$ cat src/rtl/inst_queue_pkg.sv
// Shared types and sizing for the instruction queue between fetch and decode/issue.
package inst_queue_pkg;

  localparam int IQ_SIZE = 16;
  localparam int IQ_POS_W = 4;

  typedef logic [31:0] inst_t;
  typedef logic [31:0] addr_t;
  typedef logic [IQ_POS_W-1:0] iq_pos_t;
  typedef logic [IQ_POS_W:0] iq_cnt_t;

endpackage

$ cat src/rtl/inst_queue.sv
// First-word fall-through instruction FIFO: fetch pushes {inst, pc, pred}, issue pops the head.
// Flush empties the queue in one cycle; rdy=0 freezes every register.
module inst_queue
  import inst_queue_pkg::*;
#(
  parameter int IQ_DEPTH = IQ_SIZE,
  parameter int IQ_AW = IQ_POS_W
) (
  input  logic            clk,
  input  logic            rst,
  input  logic            rdy,
  input  logic            flush,
  input  logic            push_valid,
  input  inst_t           push_inst,
  input  addr_t           push_pc,
  input  logic            push_pred_jump,
  output logic            iq_full,
  output logic            head_valid,
  output inst_t           head_inst,
  output addr_t           head_pc,
  output logic            head_pred_jump,
  input  logic            pop,
  output logic [IQ_AW:0]  iq_count
);

  localparam logic [IQ_AW-1:0] PTR_ONE = {{(IQ_AW-1){1'b0}}, 1'b1};
  localparam logic [IQ_AW:0] CNT_ONE = {{IQ_AW{1'b0}}, 1'b1};
  localparam logic [IQ_AW:0] CNT_FULL = (IQ_AW+1)'(IQ_DEPTH);

  inst_t inst_mem [IQ_DEPTH];
  addr_t pc_mem [IQ_DEPTH];
  logic pred_mem [IQ_DEPTH];

  logic [IQ_AW-1:0] head_ptr;
  logic [IQ_AW-1:0] tail_ptr;
  logic [IQ_AW:0] count;
  logic [IQ_AW:0] next_count;
  logic push_fire;
  logic pop_fire;
  logic flush_fire;

  assign head_valid = (count != '0);
  assign flush_fire = flush & rdy;
  // The registered full flag gates push even when a pop fires in the same cycle.
  assign push_fire = push_valid & ~iq_full & rdy & ~flush;
  assign pop_fire = pop & head_valid & rdy & ~flush;

  always_comb begin
    next_count = count;
    if (flush_fire) begin
      next_count = '0;
    end else if (push_fire && !pop_fire) begin
      next_count = count + CNT_ONE;
    end else if (pop_fire && !push_fire) begin
      next_count = count - CNT_ONE;
    end
  end

  always_ff @(posedge clk or posedge rst) begin
    if (rst) begin
      head_ptr <= '0;
      tail_ptr <= '0;
      count <= '0;
      iq_full <= 1'b0;
    end else if (rdy) begin
      count <= next_count;
      iq_full <= (next_count == CNT_FULL);
      if (flush_fire) begin
        head_ptr <= '0;
        tail_ptr <= '0;
      end else begin
        if (push_fire) tail_ptr <= tail_ptr + PTR_ONE;
        if (pop_fire) head_ptr <= head_ptr + PTR_ONE;
      end
    end
  end

  // Storage is not reset; head_valid gating hides stale contents.
  always_ff @(posedge clk) begin
    if (push_fire) begin
      inst_mem[tail_ptr] <= push_inst;
      pc_mem[tail_ptr] <= push_pc;
      pred_mem[tail_ptr] <= push_pred_jump;
    end
  end

  assign head_inst = head_valid ? inst_mem[head_ptr] : '0;
  assign head_pc = head_valid ? pc_mem[head_ptr] : '0;
  assign head_pred_jump = head_valid ? pred_mem[head_ptr] : 1'b0;
  assign iq_count = count;

endmodule

$ cat config.mk
export PLATFORM = sky130hd
export DESIGN_NAME = inst_queue
export DESIGN_NICKNAME = d
export VERILOG_FILES = /design/src/rtl/inst_queue_pkg.sv /design/src/rtl/inst_queue.sv
export SDC_FILE = /design/constraint.sdc
export NUM_CORES = 1
export LEC_CHECK = 0
export CORE_ASPECT_RATIO = 0.5
export CORE_MARGIN = 2
export CORE_UTILIZATION = 40
export DETAILED_ROUTE_END_ITERATION = 8
export SLEW_MARGIN = 15
export SYNTH_ARGS = -nofsm -noshare
export SYNTH_HDL_FRONTEND = slang
export SYNTH_SLANG_ARGS = --single-unit
$ cat constraint.sdc
create_clock -name clk -period 14.47 [get_ports clk]
set_clock_uncertainty 0.1 [all_clocks]
set_input_delay 2.894 -clock clk [delete_from_list [all_inputs] [get_ports clk]]
set_output_delay 2.894 -clock clk [all_outputs]
set_load 0.02 [all_outputs]
==> results of run 1 <==
==> area by class of cell <==
type / count / area share (%)
multi-input cells: 480 / 18.1
clock inverters: 64 / 1.23
inverters: 13 / 0.105
flip-flops and latches: 1054 / 67.7
diodes: 2 / 0.0107
repair buffers: 183 / 3.73
clock buffers: 115 / 5.53
well taps: 1344 / 3.60
==> cell families after synthesis <==
logic type	after synthesis
flops	1054
mux	329
simple gates	115
buf+inv	97
compound gates	19
fa+ha+maj	10
xor+xnor	7
==> worst paths after layout <==
check,endpoint,start,cells after the start
worst max-delay path,head_pc[10],head_ptr[0]$_DFFE_PP0P_,6
worst min-delay path,tail_ptr[0]$_DFFE_PP0P_,tail_ptr[0]$_DFFE_PP0P_,1
worst max register to register,inst_mem[13][4]$_DFFE_PP_,iq_full$_DFFE_PP0P_,5
worst min register to register,tail_ptr[0]$_DFFE_PP0P_,tail_ptr[0]$_DFFE_PP0P_,1
max in group asynchronous,head_ptr[2]$_DFFE_PP0P_,rst,2
min in group asynchronous,iq_count[4]$_DFFE_PP0P_,rst,2
==> synthesized netlist by cell type, types with 2 or more instances <==
cell      instances  area share (%)
ha_1              8            0.25
nand2b_1          2           0.031
buf_2            26            0.32
nand2_1           9           0.084
buf_6             9            0.25
nand3_1           3           0.037
a22o_1            3           0.065
and2_1           69             1.1
nor4_1            6           0.093
nor3_1            5           0.062
clkbuf_1         38            0.35
edfxtp_1       1040              77
nand4_1           3           0.046
xnor2_1           3           0.065
mux2i_1           3           0.074
inv_1            13            0.12
o21ai_0           3           0.037
a21oi_1           2           0.025
mux4_2          325              18
xor2_1            4           0.087
maj3_1            2           0.050
dfrtp_1          14            0.87
nor2_1           13            0.12
buf_1            11            0.10
==> worst register-to-register path, cell delays in order (launching register included) <==
cell      delay (ns)
dfrtp_1         0.43
nor4bb_1        0.27
buf_4           0.20
nand3_1         0.31
nor2_4          0.98
buf_4           0.87
==> power by group through the flow <==
stage / clock (mW) / sequential [mW] / combinational [mW]
after floorplan: 0 / 3.48 / 1.24
after global placement: 0 / 3.51 / 1.89
after detailed placement: 0 / 3.51 / 1.89
after CTS: 2.59 / 3.44 / 1.90
after global routing: 2.71 / 3.45 / 1.97
final: 2.54 / 3.44 / 1.85
==> registers in the layout, indices dropped and copies added, names as in the netlist <==
signal,cells
pc_mem,512
pred_mem,16
iq_count,5
head_ptr,4
iq_full,1
inst_mem,512
tail_ptr,4
==> metal layers <==
layer  track usage, %  up-vias  wire length (microns)
li1                 -     7429                      -
met4             4.17        0                   1750
met5                0        -                      0
met1             25.2     9822                  39800
met2             27.6      443                  43700
met3             3.02      118                   4060
==> impl_metrics.env, run 1 <==
export IMPL_min_path_type="reg2reg"
export IMPL_combPwrFrac_pct=23.6
export IMPL_fin_tns_setup_ns=0
export IMPL_synth_top_family_by_area="multiplexers"
export IMPL_dp_cells=3074
export IMPL_syn_nets=1710
export IMPL_p_sw_mw=2.07
export IMPL_htreeDepth=3
export IMPL_hold_viol=0
export IMPL_multi_input_area_sq_mm=0.00844
export IMPL_drv_slew=0
export IMPL_slowest_delay_ns=0.84
export IMPL_p_clk_share_pct=32.4
export IMPL_grt_max_degree=107
export IMPL_routed_wl_microns=89300
export IMPL_area_sequential_sq_mm=0.0316
export IMPL_crit_path_start_kind="flip-flop"
export IMPL_fillers=8203
export IMPL_holdWs_ns=0.495
export IMPL_area_growth_synth_to_final_pct=15.5
export IMPL_status="finished clean"
export IMPL_crit_slowest_cell="buf_4"
export IMPL_grt_overflow=0
export IMPL_p_per_area_mw_per_mm2=168
export IMPL_internal_power_mw=5.76
export IMPL_core_region_area_sq_mm=0.100
export IMPL_cp_max_fo=44
export IMPL_die_w_microns=453
export IMPL_ff2ff_setup_slack_ns=10.92
export IMPL_leakagePower_nw=14.0
export IMPL_ys_seq_area_share_pct=78.2
export IMPL_fin_util_pct=46.6
export IMPL_die_y_microns=229
export IMPL_synthXorXnorAreaFrac_pct=0.152
export IMPL_tightest_slew_ns=1.17
export IMPL_rsz0062_at_grt="no"
export IMPL_grt_pass1_vias=18841
export IMPL_path_clk_slew_ns=0.06
export IMPL_layout_commonest_cell="edfxtp_1"
export IMPL_worstPathCellList="buf_4, buf_4, mux4_2, mux4_2, and2_1, clkdlybuf4s50_1"
export IMPL_max_freq_mhz=124
export IMPL_track_usage_pct=17.4
export IMPL_wl_per_cell_microns=27.4
export IMPL_synth_avg_cell_area_sq_um=24.8
export IMPL_viasPerCell=5.47
export IMPL_grt_pass1_wl_microns=130000
export IMPL_power_share_switching_pct=26.4
export IMPL_start_util_pct=40.3
export IMPL_nets=1909
export IMPL_ys_flop_type="edfxtp_1"
export IMPL_ctsHoldBuffers=0
export IMPL_synth_area_sq_mm=0.0404
export IMPL_clock_path_buffers=3
export IMPL_dpl_cell_area_sq_mm=0.0435
export IMPL_crit_buf_inv=3
export IMPL_required_ns=11.48
export IMPL_cts_sinks=1054
export IMPL_antenna_found_initial=2
export IMPL_relSlewSlack_pct=22.1
export IMPL_setup_violations_final=0
export IMPL_drc=0
export IMPL_yosys_area_share_simple_pct=1.66
export IMPL_gp_congestion=0.726
export IMPL_clkLatencyLatePin_ns=0.66
export IMPL_synth_area_mux_share_pct=18.2
export IMPL_ys_seq_elements=1054
export IMPL_first_pass_iters=7
export IMPL_synthAdderAreaFrac_pct=0.297
export IMPL_core_rowCount=82
export IMPL_peakVddDrop_mv=0.108
export IMPL_maxCapViolCount=0
export IMPL_io_pins=143
export IMPL_final_cells=3255
export IMPL_pwr_share_seq_pct=44.0
export IMPL_cts_setup_buffers=0
export IMPL_vias=17812
export IMPL_hpwl_microns=43700
export IMPL_tritoncts="yes"
export IMPL_synth_compound_area_share_pct=0.341
export IMPL_io_buffer_count=142
export IMPL_worstPathArrival_ns=5.04
export IMPL_dieArea_sq_mm=0.104
export IMPL_async_flop_share_pct=1.33
export IMPL_drive_gt1_share_pct=27.4
export IMPL_cts_resized=0
export IMPL_ys_types=41
export IMPL_final_cell_mix="edfxtp_1, mux4_2, clkdlybuf4s50_1, clkbuf_16, and2_1"
export IMPL_dpl_worst_slack_ns=6.97
export IMPL_synth_cells=1631
export IMPL_final_area_sq_mm=0.0467
export IMPL_numCtsBuffers=98
export IMPL_period_share_pct=55.5
export IMPL_crit_type="reg2out"
export IMPL_total_power_mw=7.82
export IMPL_end_kind="output pin"
export IMPL_period_needed_ns=8.04
export IMPL_setup_slack_ns=6.43
export IMPL_synth_yosys_warnings=0
export IMPL_root_buffer="clkbuf_16"
export IMPL_synth_edf_count=1040
export IMPL_drt_iter0_drc=1807
export IMPL_ant_nets=0
export IMPL_path_delay_family="buffers and inverters"
Power figures use the tool's default switching activity.
==> run 2: changes to the inputs <==
clock period = 7.3 ns   (was 14.47 ns; I/O delays follow)
==> impl_metrics.env, run 2 (synthesis results as in run 1) <==
export IMPL_status="finished clean"
export IMPL_fin_util_pct=46.9
export IMPL_p_per_area_mw_per_mm2=335
export IMPL_dp_cells=3066
export IMPL_cp_startpoint="iq_count[0]$_DFFE_PP0P_"
export IMPL_peakVddDrop_mv=0.201
export IMPL_relSlewSlack_pct=25.4
export IMPL_final_cell_mix="edfxtp_1, mux4_2, clkdlybuf4s50_1, clkbuf_16, and2_1"
export IMPL_cts_sinks=1054
export IMPL_timing_rr_start="iq_count[0]$_DFFE_PP0P_"
export IMPL_core_rowCount=82
export IMPL_grt_max_degree=100
export IMPL_routed_wl_microns=87300
export IMPL_hpwl_microns=42300
export IMPL_tightest_slew_ns=1.12
export IMPL_clkLatencyLatePin_ns=0.65
export IMPL_min_from="head_ptr[2]$_DFFE_PP0P_"
export IMPL_drt_iter0_drc=1952
export IMPL_drc=0
export IMPL_leakagePower_nw=14.1
export IMPL_nets=1900
export IMPL_total_power_mw=15.8
export IMPL_io_buffer_count=142
export IMPL_htreeDepth=3
export IMPL_holdWs_ns=0.471
export IMPL_grt_overflow=0
export IMPL_vias=17842
export IMPL_crit_path_start_kind="flip-flop"
export IMPL_gp_congestion=0.718
export IMPL_grt_pass1_wl_microns=130000
export IMPL_root_buffer="clkbuf_16"
export IMPL_period_share_pct=77.0
export IMPL_diodes=0
export IMPL_worstHoldEndpoint="head_ptr[2]$_DFFE_PP0P_"
export IMPL_clock_path_buffers=3
export IMPL_cts_setup_buffers=0
export IMPL_start_util_pct=40.3
export IMPL_die_y_microns=229
export IMPL_track_usage_pct=17.1
export IMPL_period_needed_ns=5.62
export IMPL_tritoncts="yes"
export IMPL_drv_slew=0
export IMPL_worstPathArrival_ns=4.06
export IMPL_numCtsBuffers=97
export IMPL_fillers=8135
export IMPL_ctsHoldBuffers=0
export IMPL_viasPerCell=5.49
export IMPL_ant_nets=0
export IMPL_hold_depth=1
export IMPL_end_kind="output pin"
export IMPL_top_regs="inst_mem: 512 flops, pc_mem: 512 flops, pred_mem: 16 flops"
export IMPL_maxCapViolCount=0
export IMPL_ff2ff_setup_slack_ns=3.84
export IMPL_layout_commonest_cell="edfxtp_1"
export IMPL_final_cells=3248
export IMPL_cts_resized=0
export IMPL_hold_viol=0
export IMPL_min_path_type="reg2reg"
export IMPL_final_area_sq_mm=0.0470
export IMPL_cp_max_fo=46
export IMPL_core_region_area_sq_mm=0.100
export IMPL_die_w_microns=453
export IMPL_crit_type="reg2out"
export IMPL_setup_violations_final=0
export IMPL_path_clk_slew_ns=0.06
export IMPL_io_pins=143
export IMPL_r2r_cells=9
export IMPL_r2r_end="iq_full$_DFFE_PP0P_"
export IMPL_grt_pass1_vias=18852
export IMPL_max_freq_mhz=178
export IMPL_area_growth_synth_to_final_pct=16.3
export IMPL_required_ns=5.74
export IMPL_antenna_found_initial=3
export IMPL_wl_per_cell_microns=26.9
export IMPL_drive_gt1_share_pct=27.3
export IMPL_first_pass_iters=5
export IMPL_dieArea_sq_mm=0.104
export IMPL_dpl_cell_area_sq_mm=0.0437
export IMPL_rsz0062_at_grt="no"
-- run 2: cell count changes in the layout (fill, tap and decap cells not counted), sizes merged --
| cell | change |
|---|---|
| inv | -2 |
| diode | -2 |
| buf | -8 |
| clkinv | -6 |
| clkinvlp | +4 |
| bufinv | +6 |
| clkbuf | +1 |
-- run 2: power by group --
part / switching [mW] / internal [mW]
registers: 0.127 / 6.71
logic: 1.80 / 1.90
clock network: 2.17 / 3.05
-- run 2: worst max-delay path by stage --
stage | to | depth (start not counted)
floorplan | inst_mem[3][0]$_DFFE_PP_ | 5
detailed placement | inst_mem[11][24]$_DFFE_PP_ | 7
global placement | head_pc[22] | 5
global route | head_inst[29] | 7
CTS | head_pc[22] | 5
finish | head_inst[18] | 7
-- run 2: final cells by class --
class | instances | area (sq um) | area share, %
Clock inverter | 66 | 703 | 1.50
Sequential cell | 1054 | 31600 | 67.3
Tap cell | 1344 | 1680 | 3.58
Timing Repair Buffer | 175 | 1910 | 4.06
Clock buffer | 116 | 2580 | 5.50
Inverter | 13 | 50.0 | 0.107
Multi-Input combinational cell | 480 | 8450 | 18.0
-- run 2: critical path, cell delays in order, from the launching register on --
cell and delay (ns):
dfrtp_1 0.44, inv_1 0.19, ha_1 0.17, nor4b_2 0.33, clkinv_2 0.82, buf_4 0.58
and2_1 0.26, clkdlybuf4s50_1 0.55
-- run 2: per-layer routing --
metal / vias up / wire length, microns / global-route usage (%)
li1: 7430 / - / -
met4: 2 / 1460 / 3.99
met1: 9851 / 39700 / 25.5
met5: - / 15 / 0
met3: 105 / 4030 / 2.56
met2: 454 / 42000 / 26.7
-- run 2: metrics by stage --
step	TNS, ns	setup WS [ns]
4_1_cts	0	1.55
3_5_place_dp	0	2.24
6_report	0	1.68
5_1_grt	0	1.40
2_1_floorplan	-440.58	-1.64
3_3_place_gp	0	2.26
==> RTL edit (config.mk and constraints of run 1) <==
`IQ_POS_W`: 4 -> 5.
--- a/src/rtl/inst_queue_pkg.sv
+++ b/src/rtl/inst_queue_pkg.sv
@@ -2,7 +2,7 @@
 package inst_queue_pkg;
 
   localparam int IQ_SIZE = 16;
-  localparam int IQ_POS_W = 4;
+  localparam int IQ_POS_W = 5;
 
   typedef logic [31:0] inst_t;
   typedef logic [31:0] addr_t;
Interface: changed (resized iq_count); port bits go from 143 to 144. No check against the original RTL was run, so the function may have changed too.
==> RTL edit against run 1 <==
Power decreased by 1.7%. Register-to-register slack got worse by 40 ps. Non-clock buffer count increased by 5. Fmax decreased by 3.9%. Critical path type unchanged. Sequential cell count increased by 1. Setup slack got worse by 330 ps. Wire length increased by 0.57%. Area after synthesis increased by 0.21%. Hold slack improved by 51 ps. Cell area about the same. Sequential power about the same. Clock power decreased by 3%. Via count increased by 1.3%.
==> RTL edit: results (changes against run 1) <==
Worst hold path
  – Worst Hold Launch: tail_ptr[0]$_DFFE_PP0P_ (unchanged)
  – Worst min path class: register to register (unchanged)

Clock network
  – CTS Buf Count: 96 (was 98)
  – Post-CTS Repair Setup Buffers: 0 (unchanged)
  – H-tree level count: 3 (unchanged)
  – CTS clock-pin slew for the worst setup and hold paths: 70 ps
  – Clock latency on the worst-skew pair: 660 ps (about the same)
  – Clock Path Buffers: 3 (unchanged)
  – Root Driver: clkbuf_16 (unchanged)
  – Post-CTS Resized: 0 (unchanged)

Final layout
  – Layout cell share with drive strength beyond 1: 27.2% (was 27.4%)
  – Registers with the most flip-flops: inst_mem (512), pc_mem (512), pred_mem (16) (unchanged)
  – Layout Nets: 1,930 (was 1,909)

Placed design
  – I/O Buffers: 143 (was 142)
  – Final HPWL from detailed placement: 43.7 mm (about the same)
  – GP Congestion: 0.749 (was 0.726)

Yosys
  – Post-synthesis sequential area ratio: 78.1% (was 78.2%)
  – Top cells by count, synth: 1,040 x edfxtp_1, 325 x mux4_2, 69 x and2_1 (unchanged)
  – EDFF count, synth: 1,040 (unchanged)
  – Top-count cell post-synth: edfxtp_1 (unchanged)
  – Syn Nets: 1,731 (was 1,710)
  – Unique cell type count in the Yosys netlist: 48 (was 41)
  – Synth warn: 0 (unchanged)
  – Async S/R FF share, synth: 1.42% (was 1.33%)
  – Synth area leaders: edfxtp_1 77%, mux4_2 18%, and2_1 1.1% (unchanged)

Drt
  – DRT iter0 DRCs: 1,887 (was 1,807)
  – Drt pass-1 iters: 5 (was 7)
  – Routed wire length: 89.8 mm (was 89.3 mm)
  – Vias: 18,000 (was 17,800)

Global route
  – Initial antenna violation count: 1 (was 2)
  – Vias in the first global route: 19,000 (was 18,800)
  – Largest net degree at the start of global routing: 69 (was 107)
  – First-pass GRT wire length: 131 mm (was 130 mm)
  – Global Route Usage Sum: 17.4% (about the same)

Critical path
  – R2R Path Start: iq_full$_DFFE_PP0P_ (unchanged)
  – CP arrival: 5370 ps (was 5040 ps)
  – Critical Path Fanout Max: 51 (was 44)
  – Critical Path Start Type: register (unchanged)
  – Worst Setup SP: head_ptr[0]$_DFFE_PP0P_ (unchanged)

Pwr
  – Worst VDD drop: 0.129 mV (was 0.108 mV)
  – Pleak: 14.0 nW (about the same)

Outcome
  – Outcome: complete, no violations (unchanged)

STA
  – Slew @ Worst Pin: 1060 ps (was 1170 ps)
RTL edit: cell count changes in the layout (fill, tap and decap cells not counted), moves of 4 or more:
cell / change
nand2_1: +4
buf_4: +5
clkbuf_16: -4
nor4_2: -4
and2_1: +4
o21ai_0: +6
inv_1: -4
and2_4: -4
clkinv_1: +5
nor2_4: +9
RTL edit: path summary, 6_finish.rpt:
| kind | slack, ps | to | cells after the start |
|---|---|---|---|
| worst min register to register | 550 | tail_ptr[0]$_DFFE_PP0P_ | 2 |
| max in group asynchronous | 11250 | head_ptr[0]$_DFFE_PP0P_ | 2 |
| worst min-delay path | 550 | tail_ptr[0]$_DFFE_PP0P_ | 2 |
| worst max-delay path | 6110 | head_inst[23] | 6 |
| min in group asynchronous | 2530 | iq_count[2]$_DFFE_PP0P_ | 2 |
| worst max register to register | 10880 | inst_mem[8][15]$_DFFE_PP_ | 6 |
RTL edit: cell type report:
type / count / area (um2)
antenna: 2 / 5.00
clock buffer: 110 / 2480
clock inverter: 64 / 524
fill: 8114 / 53600
inverter: 9 / 35.0
multi-input combinational: 502 / 8560
sequential: 1055 / 31600
tap: 1344 / 1680
timing repair buffer: 188 / 1770
RTL edit: worst max-delay path: stages, from the launching register on:
cell and delay (ps):
dfrtp_4 1010, buf_4 850, buf_4 900, mux4_2 610, mux4_2 450, and2_1 230
clkdlybuf4s50_1 570
RTL edit: stage by stage:
| step | hold slack, ps | setup WS (ps) | std cells | power, mW | cell area (um2) |
|---|---|---|---|---|---|
| after floorplan | 449 | 5800 | 1653 | 4.68 | 40500 |
| after global placement | 506 | 6590 | 3098 | 5.33 | 43700 |
| after detailed placement | 526 | 6570 | 3098 | 5.34 | 43700 |
| after CTS | 545 | 5860 | 3272 | 7.79 | 46700 |
| after global routing | 596 | 5630 | 3273 | 7.98 | 46700 |
| final | 546 | 6110 | 3274 | 7.69 | 46700 |
RTL edit: cell families after synthesis:
| group | Yosys count | share of synthesized area, % |
|---|---|---|
| adders and majority gates | 7 | 0.216 |
| AOI/OAI and AO/OA | 28 | 0.501 |
| and+or+nand+nor | 138 | 1.99 |
| buffers and inverters | 96 | 1.05 |
| muxes | 325 | 18.1 |
| DFF | 1055 | 78.1 |
| xor gates and xnor gates | 4 | 0.0866 |
RTL edit: where the power goes:
part / internal (mW) / switching (mW)
logic: 0.909 / 0.873
registers: 3.38 / 0.0631
clock network: 1.38 / 1.08
total: 5.67 / 2.01
RTL edit: metal layers:
metal  vias to the layer above  part of all wire, %  global-route usage, %
met5                         -                    0                      0
li1                       7516                    -                      -
met2                       519                   50                   28.5
met4                         0                  2.0                   4.62
met1                      9899                   42                   24.1
met3                       106                  5.5                   3.09
